<file path="config.mk">
export PLATFORM = sky130hd
export DESIGN_NAME = hud_sprite_rom_bank
export DESIGN_NICKNAME = d
export VERILOG_FILES = /design/src/rtl/hud_sprite_rom_bank.sv
export SDC_FILE = /design/constraint.sdc
export NUM_CORES = 1
export LEC_CHECK = 0
export ABC_AREA = 1
export BUFFER_PORTS_ARGS = -buffer_cell sky130_fd_sc_hd__clkbuf_2
export CORE_MARGIN = 3
export CORE_UTILIZATION = 50
export CTS_CLUSTER_SIZE = 24
export DETAILED_ROUTE_END_ITERATION = 16
export PLACE_DENSITY = 0.83
export SYNTH_ARGS = -nofsm -noshare
export SYNTH_HDL_FRONTEND = slang
export SYNTH_SLANG_ARGS = --single-unit
</file>
<file path="constraint.sdc">
create_clock -name clk -period 2.5 [get_ports clk]
set_input_delay 0.125 -clock clk [delete_from_list [all_inputs] [get_ports clk]]
set_output_delay 0.125 -clock clk [all_outputs]
set_load 0.02 [all_outputs]
</file>
<file path="src/rtl/hud_sprite_rom_bank.sv">
`default_nettype none
// ============================================================================
// Module   : hud_sprite_rom_bank
// Brief    : Three independent 1-cycle-latency sprite ROMs for the HUD
//            (full heart, empty heart outline, seven-segment digits 0-9).
// Revision : 1.0 - initial release
// ============================================================================
module hud_sprite_rom_bank #(
    parameter logic [7:0] TRANSPARENT   = 8'hBB,
    parameter logic [7:0] HEART_COLOR   = 8'hE0,
    parameter logic [7:0] OUTLINE_COLOR = 8'hB6,
    parameter logic [7:0] DIGIT_COLOR   = 8'hFF
) (
    input  logic       clk,
    input  logic       rst,
    input  logic [3:0] life_row,
    input  logic [3:0] life_col,
    output logic [7:0] life_full_data,
    output logic [7:0] life_empty_data,
    input  logic [6:0] digit_row,
    input  logic [3:0] digit_col,
    output logic [7:0] digit_data
);

    localparam logic [7:0] c_RESET_PIXEL = 8'h00;

    // Bit c of the returned word is heart column c.
    function automatic logic [13:0] heart_row_mask(input logic [3:0] row);
        logic [13:0] m;
        case (row)
            4'd0:                m = 14'b00111000011100;
            4'd1:                m = 14'b01111100111110;
            4'd2, 4'd3, 4'd4:    m = 14'b11111111111111;
            4'd5:                m = 14'b01111111111110;
            4'd6:                m = 14'b00111111111100;
            4'd7:                m = 14'b00011111111000;
            4'd8:                m = 14'b00000111100000;
            4'd9:                m = 14'b00000011000000;
            default:             m = 14'b00000000000000;
        endcase
        return m;
    endfunction

    function automatic logic heart_px(input int row, input int col);
        logic [13:0] m;
        logic [3:0]  r4;
        logic [3:0]  c4;
        m  = 14'd0;
        r4 = row[3:0];
        c4 = col[3:0];
        if (row < 0 || row > 9 || col < 0 || col > 13) begin
            return 1'b0;
        end
        m = heart_row_mask(r4);
        return m[c4];
    endfunction

    // Neighbours off the grid count as outside, so cell-edge pixels fall out naturally.
    function automatic logic heart_outline(input int row, input int col);
        return heart_px(row, col) &&
               (!heart_px(row - 1, col) || !heart_px(row + 1, col) ||
                !heart_px(row, col - 1) || !heart_px(row, col + 1));
    endfunction

    // Lit-segment mask per digit, bit order {g,f,e,d,c,b,a}.
    function automatic logic [6:0] digit_segments(input logic [3:0] d);
        logic [6:0] s;
        case (d)
            4'd0:    s = 7'h3F;
            4'd1:    s = 7'h06;
            4'd2:    s = 7'h5B;
            4'd3:    s = 7'h4F;
            4'd4:    s = 7'h66;
            4'd5:    s = 7'h6D;
            4'd6:    s = 7'h7D;
            4'd7:    s = 7'h07;
            4'd8:    s = 7'h7F;
            4'd9:    s = 7'h6F;
            default: s = 7'h00;
        endcase
        return s;
    endfunction

    function automatic logic digit_px(input logic [6:0] row, input logic [3:0] col);
        int         ri;
        logic [3:0] d;
        logic [3:0] r;
        logic       mid_c;
        logic       left_c;
        logic       right_c;
        logic [6:0] hit;
        ri      = int'(row);
        d       = 4'(ri / 12);
        r       = 4'(ri % 12);
        mid_c   = (col >= 4'd2) && (col <= 4'd11);
        left_c  = (col <= 4'd1);
        right_c = (col == 4'd12) || (col == 4'd13);
        hit[0]  = (r <= 4'd1) && mid_c;                         // a
        hit[1]  = (r >= 4'd2) && (r <= 4'd4) && right_c;        // b
        hit[2]  = (r >= 4'd7) && (r <= 4'd9) && right_c;        // c
        hit[3]  = (r >= 4'd10) && mid_c;                        // d
        hit[4]  = (r >= 4'd7) && (r <= 4'd9) && left_c;         // e
        hit[5]  = (r >= 4'd2) && (r <= 4'd4) && left_c;         // f
        hit[6]  = (r >= 4'd5) && (r <= 4'd6) && mid_c;          // g
        if (row > 7'd119 || col > 4'd13) begin
            return 1'b0;
        end
        return |(hit & digit_segments(d));
    endfunction

    logic [7:0] w_life_full_d;
    logic [7:0] w_life_empty_d;
    logic [7:0] w_digit_d;

    // Power-up value for FPGA targets; reset loads the same value afterwards.
    logic [7:0] r_life_full_q  = c_RESET_PIXEL;
    logic [7:0] r_life_empty_q = c_RESET_PIXEL;
    logic [7:0] r_digit_q      = c_RESET_PIXEL;

    always_comb begin
        w_life_full_d  = TRANSPARENT;
        w_life_empty_d = TRANSPARENT;
        w_digit_d      = TRANSPARENT;
        if (heart_px(int'(life_row), int'(life_col))) begin
            w_life_full_d = HEART_COLOR;
        end
        if (heart_outline(int'(life_row), int'(life_col))) begin
            w_life_empty_d = OUTLINE_COLOR;
        end
        if (digit_px(digit_row, digit_col)) begin
            w_digit_d = DIGIT_COLOR;
        end
    end

    always_ff @(posedge clk) begin
        if (rst) begin
            r_life_full_q  <= c_RESET_PIXEL;
            r_life_empty_q <= c_RESET_PIXEL;
            r_digit_q      <= c_RESET_PIXEL;
        end else begin
            r_life_full_q  <= w_life_full_d;
            r_life_empty_q <= w_life_empty_d;
            r_digit_q      <= w_digit_d;
        end
    end

    assign life_full_data  = r_life_full_q;
    assign life_empty_data = r_life_empty_q;
    assign digit_data      = r_digit_q;

endmodule
`default_nettype wire

</file>
# After elaboration in Yosys (flattened, before gate mapping)
# Memories as Yosys holds them, arrays and structs flattened.
# Cells that the tools add are included.
[op_classes]
add_sub_neg = 4
mul = 0
div_mod_pow = 2
order_cmp = 26
eq_ne = 2
n_shift = 0
mux = 41
n_bitwise = 1
reduce_logical = 31
[ops]
columns = ["op", "n"]
rows = [
  ["two-way mux 14 bit", 6],
  ["divider 8 x 5 -> 32 bit (second input constant)", 1],
  ["modulo 8 x 5 -> 32 bit (second input constant)", 1],
  ["two-way mux 1 bit", 25],
  ["binary-select mux 1 bit (select 4 bit)", 6],
  ["two-way mux 7 bit", 3],
  ["< comparator 5 x 1 -> 1 bit (second input constant)", 4],
  ["< comparator 4 x 5 -> 1 bit (second input constant)", 3],
  ["logical OR 1 bit", 14],
  ["greater-than comparator 4 bit (second input constant)", 3],
  ["logical AND 1 bit", 12],
  ["adder 4 x 1 -> 5 bit (second input constant)", 2],
  ["greater-than comparator 5 x 4 -> 1 bit (second input constant)", 2],
  ["greater-than comparator 5 bit (second input constant)", 2],
  ["subtractor 4 x 1 -> 5 bit (second input constant)", 2],
  ["== test 4 bit (second input constant)", 2],
  [">= comparator 4 x 2 -> 1 bit (second input constant)", 2],
  [">= comparator 4 x 3 -> 1 bit (second input constant)", 2],
  ["<= comparator 4 x 1 -> 1 bit (second input constant)", 2],
  ["<= comparator 4 x 3 -> 1 bit (second input constant)", 2],
  ["<= comparator 4 bit (second input constant)", 2],
  ["AND 7 bit", 1],
  ["greater-than comparator 7 bit (second input constant)", 1],
  ["OR reduction 7 bit", 1],
  ["3 further kinds", 6],
]
[totals]
regBits = 24
latch_bits = 0
mem_bits_rw = 0
rom_bits = 1456
input_bits = 21
out_inout_bits = 24
memories = 7
[mem_list]
columns = ["name", "words", "width", "read_ports", "rd_ports_with_merged_regs", "write_ports", "line", "source"]
rows = [
  ["(name not given)", 16, 14, 1, 0, 0, "30", "case (row)"],
  ["(name not given)", 16, 14, 1, 0, 0, "30", ""],
  ["(name not given)", 16, 14, 1, 0, 0, "30", ""],
  ["(name not given)", 16, 14, 1, 0, 0, "30", ""],
  ["(name not given)", 16, 14, 1, 0, 0, "30", ""],
  ["(name not given)", 16, 14, 1, 0, 0, "30", ""],
  ["+1 memories", "n/a", "n/a", "n/a", "n/a", "n/a", "n/a", ""],
]

# Depth between registers and ports, before layout
[logic_depth]
depth_word = 15
mapped_depth = 25
depth_no_buf = 24

# Least setup slack after synthesis
# OpenSTA, ideal clock, no wires.
[synth_path]
path_kind = "in2reg"
start = "input port digit_row[5]"
end = "register r_digit_q[6] (netlist: digit_data[6])"
arrival_ps = 2494
t_required_ps = 2434
slack_ps = -60
cell_stages = 22
cell_sequence = "dlygate4sd1_1 > ha_1 > inv_1 > nand2_1 > nand2_2 > nand3_4 > nand2_4 > nand2_1 > nand4_1 > nand2_2 > nand2_2 > inv_2 > nor2_1 > inv_1 > ha_1 > o21ai_0 > nor2_1 > o31ai_2 > nand2_1 > nand2_1 > inv_2 > a21oi_2"
[synth_via]
elab_chain_len = 8
word_cells_on_any_way = 29
[synth_lines]
columns = ["element", "line", "source"]
rows = [
  ["start, declared", "20", "input logic [6:0] digit_row,"],
  ["branches (longest 6 deep; another with divider 8 x 5 -> 32 bit)", "n/a", ""],
  ["two-way mux 1 bit (*)", "108", "return |(hit & digit_segments(d));"],
  ["two-way mux 7 bit (*)", "130", "if (digit_px(digit_row, digit_col)) begin"],
  ["end signal, assigned", "139", "r_digit_q <= c_RESET_PIXEL;"],
  ["end signal, assigned", "143", "r_digit_q <= w_digit_d;"],
  ["end, declared", "118", "logic [7:0] r_digit_q = c_RESET_PIXEL;"],
]
# Mark *: on every way between the ends. The select of a mux whose other input is x is not followed.
# A chain may end at the register's enable or synchronous reset.

# Final worst setup path
[layout_path]
start = "input port digit_row[6]"
end = "register r_digit_q[6] (netlist: digit_data[6])"
# The elaborated chain is that of the path after synthesis.

==> results.md <==
* Status: finished clean
* Sequential-to-total area share from yosys stat at 6.486%
* Leakage power at 1.121 nW
* Async SR Flop Fraction at 0%
* Post-synth top area share at 12.84%
* CTS H-Tree Depth at 1
* CTS Root Cell: clkbuf_8
* Internal power at 361.9 uW
* Initial antenna violation count at 0
* Sequential power share at 15.9%
* Pin count of the biggest net entering global routing at 14
* HP Class: in -> reg
* Setup violators final at 0
* Compound-Gate Fraction of Synth Area at 20.81%
* Final worst path period need at 2209 ps
* IO Port Bufs at 41
* Largest family of logic cells by synthesized area: simple AND/OR/NAND/NOR gates
* Total Power at 691.9 uW
* Count leader, synth: nand2_1
* Max rail drop VDD at 0.0001584 V
* Die Area at 4470 um^2
* Period utilization at 88.36%
* Setup crit end kind: flop
* Initial Utilization at 53.80%
* Clock tree sinks at 6
* Max Slew Vio Count at 0
* Arr. time, crit path at 2370 ps
* Vias in the first global route at 1725
* First-pass GRT wire length at 7.148 mm
* Commonest cells in the netlist: 63 x nand2_1, 38 x inv_1, 31 x nor2_1
* Die Wd at 66.86 um
* Core ar. at 3442 um^2
* Pwr dens at 336.2 nW/um^2
* GRT Overall Usage at 20.05%
* DRC Markers at 0
* CTS tree: done
* TritonCTS Buffers at 3
* CP max FO at 4
* Hold Path Cell Cnt at 2
* IO Count at 45
* Util after Layout at 59.80%
* Predominant post-synthesis flop cell: dfxtp_1
* Fraction of the mapped netlist area in adder cells at 12.84%
* Combinational share of power at 63.6%
* Post-synthesis instance area at 1852 um^2
* Psw at 330.1 uW
* Synth warnings at 0
* EDFF count, synth at 0
* Critical path type: in -> reg
* Fmax at 452.7 MHz
* Mux cell area share after synthesis at 0.5405%
* Final HPWL DP at 3.554 mm
* Pre-CTS setup slack at -3.718 ps
* GP Congestion at 0.9236
* 1st-pass router iterations at 5
* Post-synth top area cell: ha_1
* Fin. Hold Viols at 0
* Xor/xnor share of the synthesized area at 1.892%
* Wire length per cell at 11.29 um
* Antenna cells at 0
* ANT nets after route at 0
* Multi-input gate area at 1409 um^2
* Max cap viols at 0
* Sw frac at 47.70%
* Largest cells by area after synthesis: ha_1 13%, nand2_1 13%, inv_1 7.7%, buf_4 7.3%, nand3_1 6.8%
* DRT Wirelength at 4.357 mm
* Fraction of layout cells with a size suffix above 1 at 23.53%
* Distinct cells, synth at 43
* Clock network fraction of total power at 20.5%
* Final nets at 382
* Area delta synth->final at 11.15%
* CP Launch Type: primary input
* Clock Pin Slew Worst Setup and Hold Paths at 30 ps
* Hold WS at 114.5 ps
* Hold path start: rst
* Storage element area at 120.1 um^2
* Worst Path Required at 2660 ps
* Setup TNS at 0 ps
* Simple-gate share of the synthesized area at 39.46%
* Final WS setup at 291.0 ps
* GR Overflow Total at 0
* Initial DRC Count at 123
* Mapped Cells at 311
* Synth Register Bits at 6
* Filler cells at 332
* Die height at 66.86 um
* Vias/cell at 5.280
* Std cell rows at 21
* Clock Tree Buf Depth at 2
* RSZ-0062 raised after global routing: false
* Average size of a mapped cell at 5.954 um^2
* Crit path from: digit_row[6]
* Via Count at 2038
-- registers in the layout (all words and copies together), names as in the netlist --
register	flops
life_full_data	2
life_empty_data	2
digit_data	2
-- worst max-delay path, stage by stage --
cell	delay (ps)
clkbuf_2	90
ha_1	280
inv_1	50
nand2_1	50
nand2_2	100
nand2_1	70
nand3_2	60
nand2_2	70
o21ai_1	150
nand2_2	80
nand2_2	90
inv_2	50
nor2_2	100
buf_4	130
ha_1	130
inv_1	40
nor2_1	140
nor2_1	80
o31ai_2	200
nand2_1	70
nand2_1	70
inv_2	40
a21oi_2	100
-- repair_timing --
| item | 4_1_cts | 5_1_grt |
|---|---|---|
| setup endpoints to repair | 0 | 1 |
| gates resized for setup | 0 | 2 |
| hold buffers | 0 | 0 |
| setup buffers | 0 | 0 |
-- through the flow --
step                      cell area [um^2]  cells
after floorplan                       1858    312
after global placement                2017    383
after detailed placement              2017    383
after CTS                             2058    386
after global routing                  2058    386
final                                 2058    386
-- worst paths after layout --
| check | slack [ps] | end |
|---|---|---|
| worst max-delay path | 290 | digit_data[6]$_SDFF_PP0_ |
| worst min-delay path | 110 | life_empty_data[3]$_SDFF_PP0_ |
-- power groups by stage --
stage	registers (mW)	clock network [mW]	logic [mW]
2_1_floorplan	0.121	0	0.327
3_3_place_gp	0.111	0	0.424
3_5_place_dp	0.112	0	0.431
4_1_cts	0.110	0.143	0.434
5_1_grt	0.111	0.149	0.494
6_report	0.110	0.142	0.440
-- placed cells by master (no fill, tap or decap), types with 2 or more instances in the layout --
master / netlist / layout
xor2_1: 4 / 4
a21oi_1: 9 / 9
nand2_1: 63 / 63
o21ai_0: 25 / 23
o22ai_1: 2 / 2
nand4_1: 7 / 7
inv_2: 5 / 5
dfxtp_1: 6 / 6
a31oi_1: 4 / 4
ha_1: 19 / 19
conb_1: 1 / 2
nor2_2: 1 / 2
nand3_1: 25 / 25
nand2_2: 7 / 7
clkbuf_8: 0 / 3
o21bai_1: 2 / 2
nand3_2: 5 / 5
o21ai_1: 1 / 3
nand3_4: 3 / 3
o21ai_2: 2 / 2
nor3_1: 5 / 5
nor4_1: 2 / 2
o31ai_1: 2 / 2
o211ai_1: 5 / 5
clkbuf_2: 0 / 41
inv_1: 38 / 38
buf_4: 18 / 8
nor2_1: 31 / 30
-- logic make-up (layout without fill, tap and decap cells) --
| family | count (synthesis) | after routing |
|---|---|---|
| mux | 1 | 1 |
| fa+ha+maj | 19 | 19 |
| xor+xnor | 4 | 4 |
| simple gates | 151 | 151 |
| flops | 6 | 6 |
| compound gates | 61 | 61 |
| other cells | 1 | 2 |
| buf+inv | 68 | 96 |
-- final cells by class --
cell class,instances,share of cell area [%]
clock buffers,3,2.006
inverters,44,8.024
multi-input cells,238,68.45
flip-flops and latches,6,5.836
well taps,46,2.796
repair buffers,49,12.89
-- layer usage --
metal  vias to the layer above  global-route usage, %  part of all wire [%]
met5                         -                      0                     0
met4                         0                  8.861                   1.4
met3                         4                  1.180                   6.5
met2                        78                  33.17                    44
met1                       873                  26.53                    48
li1                       1083                      -                     -
Note: power is estimated with default switching activity, not from simulation.
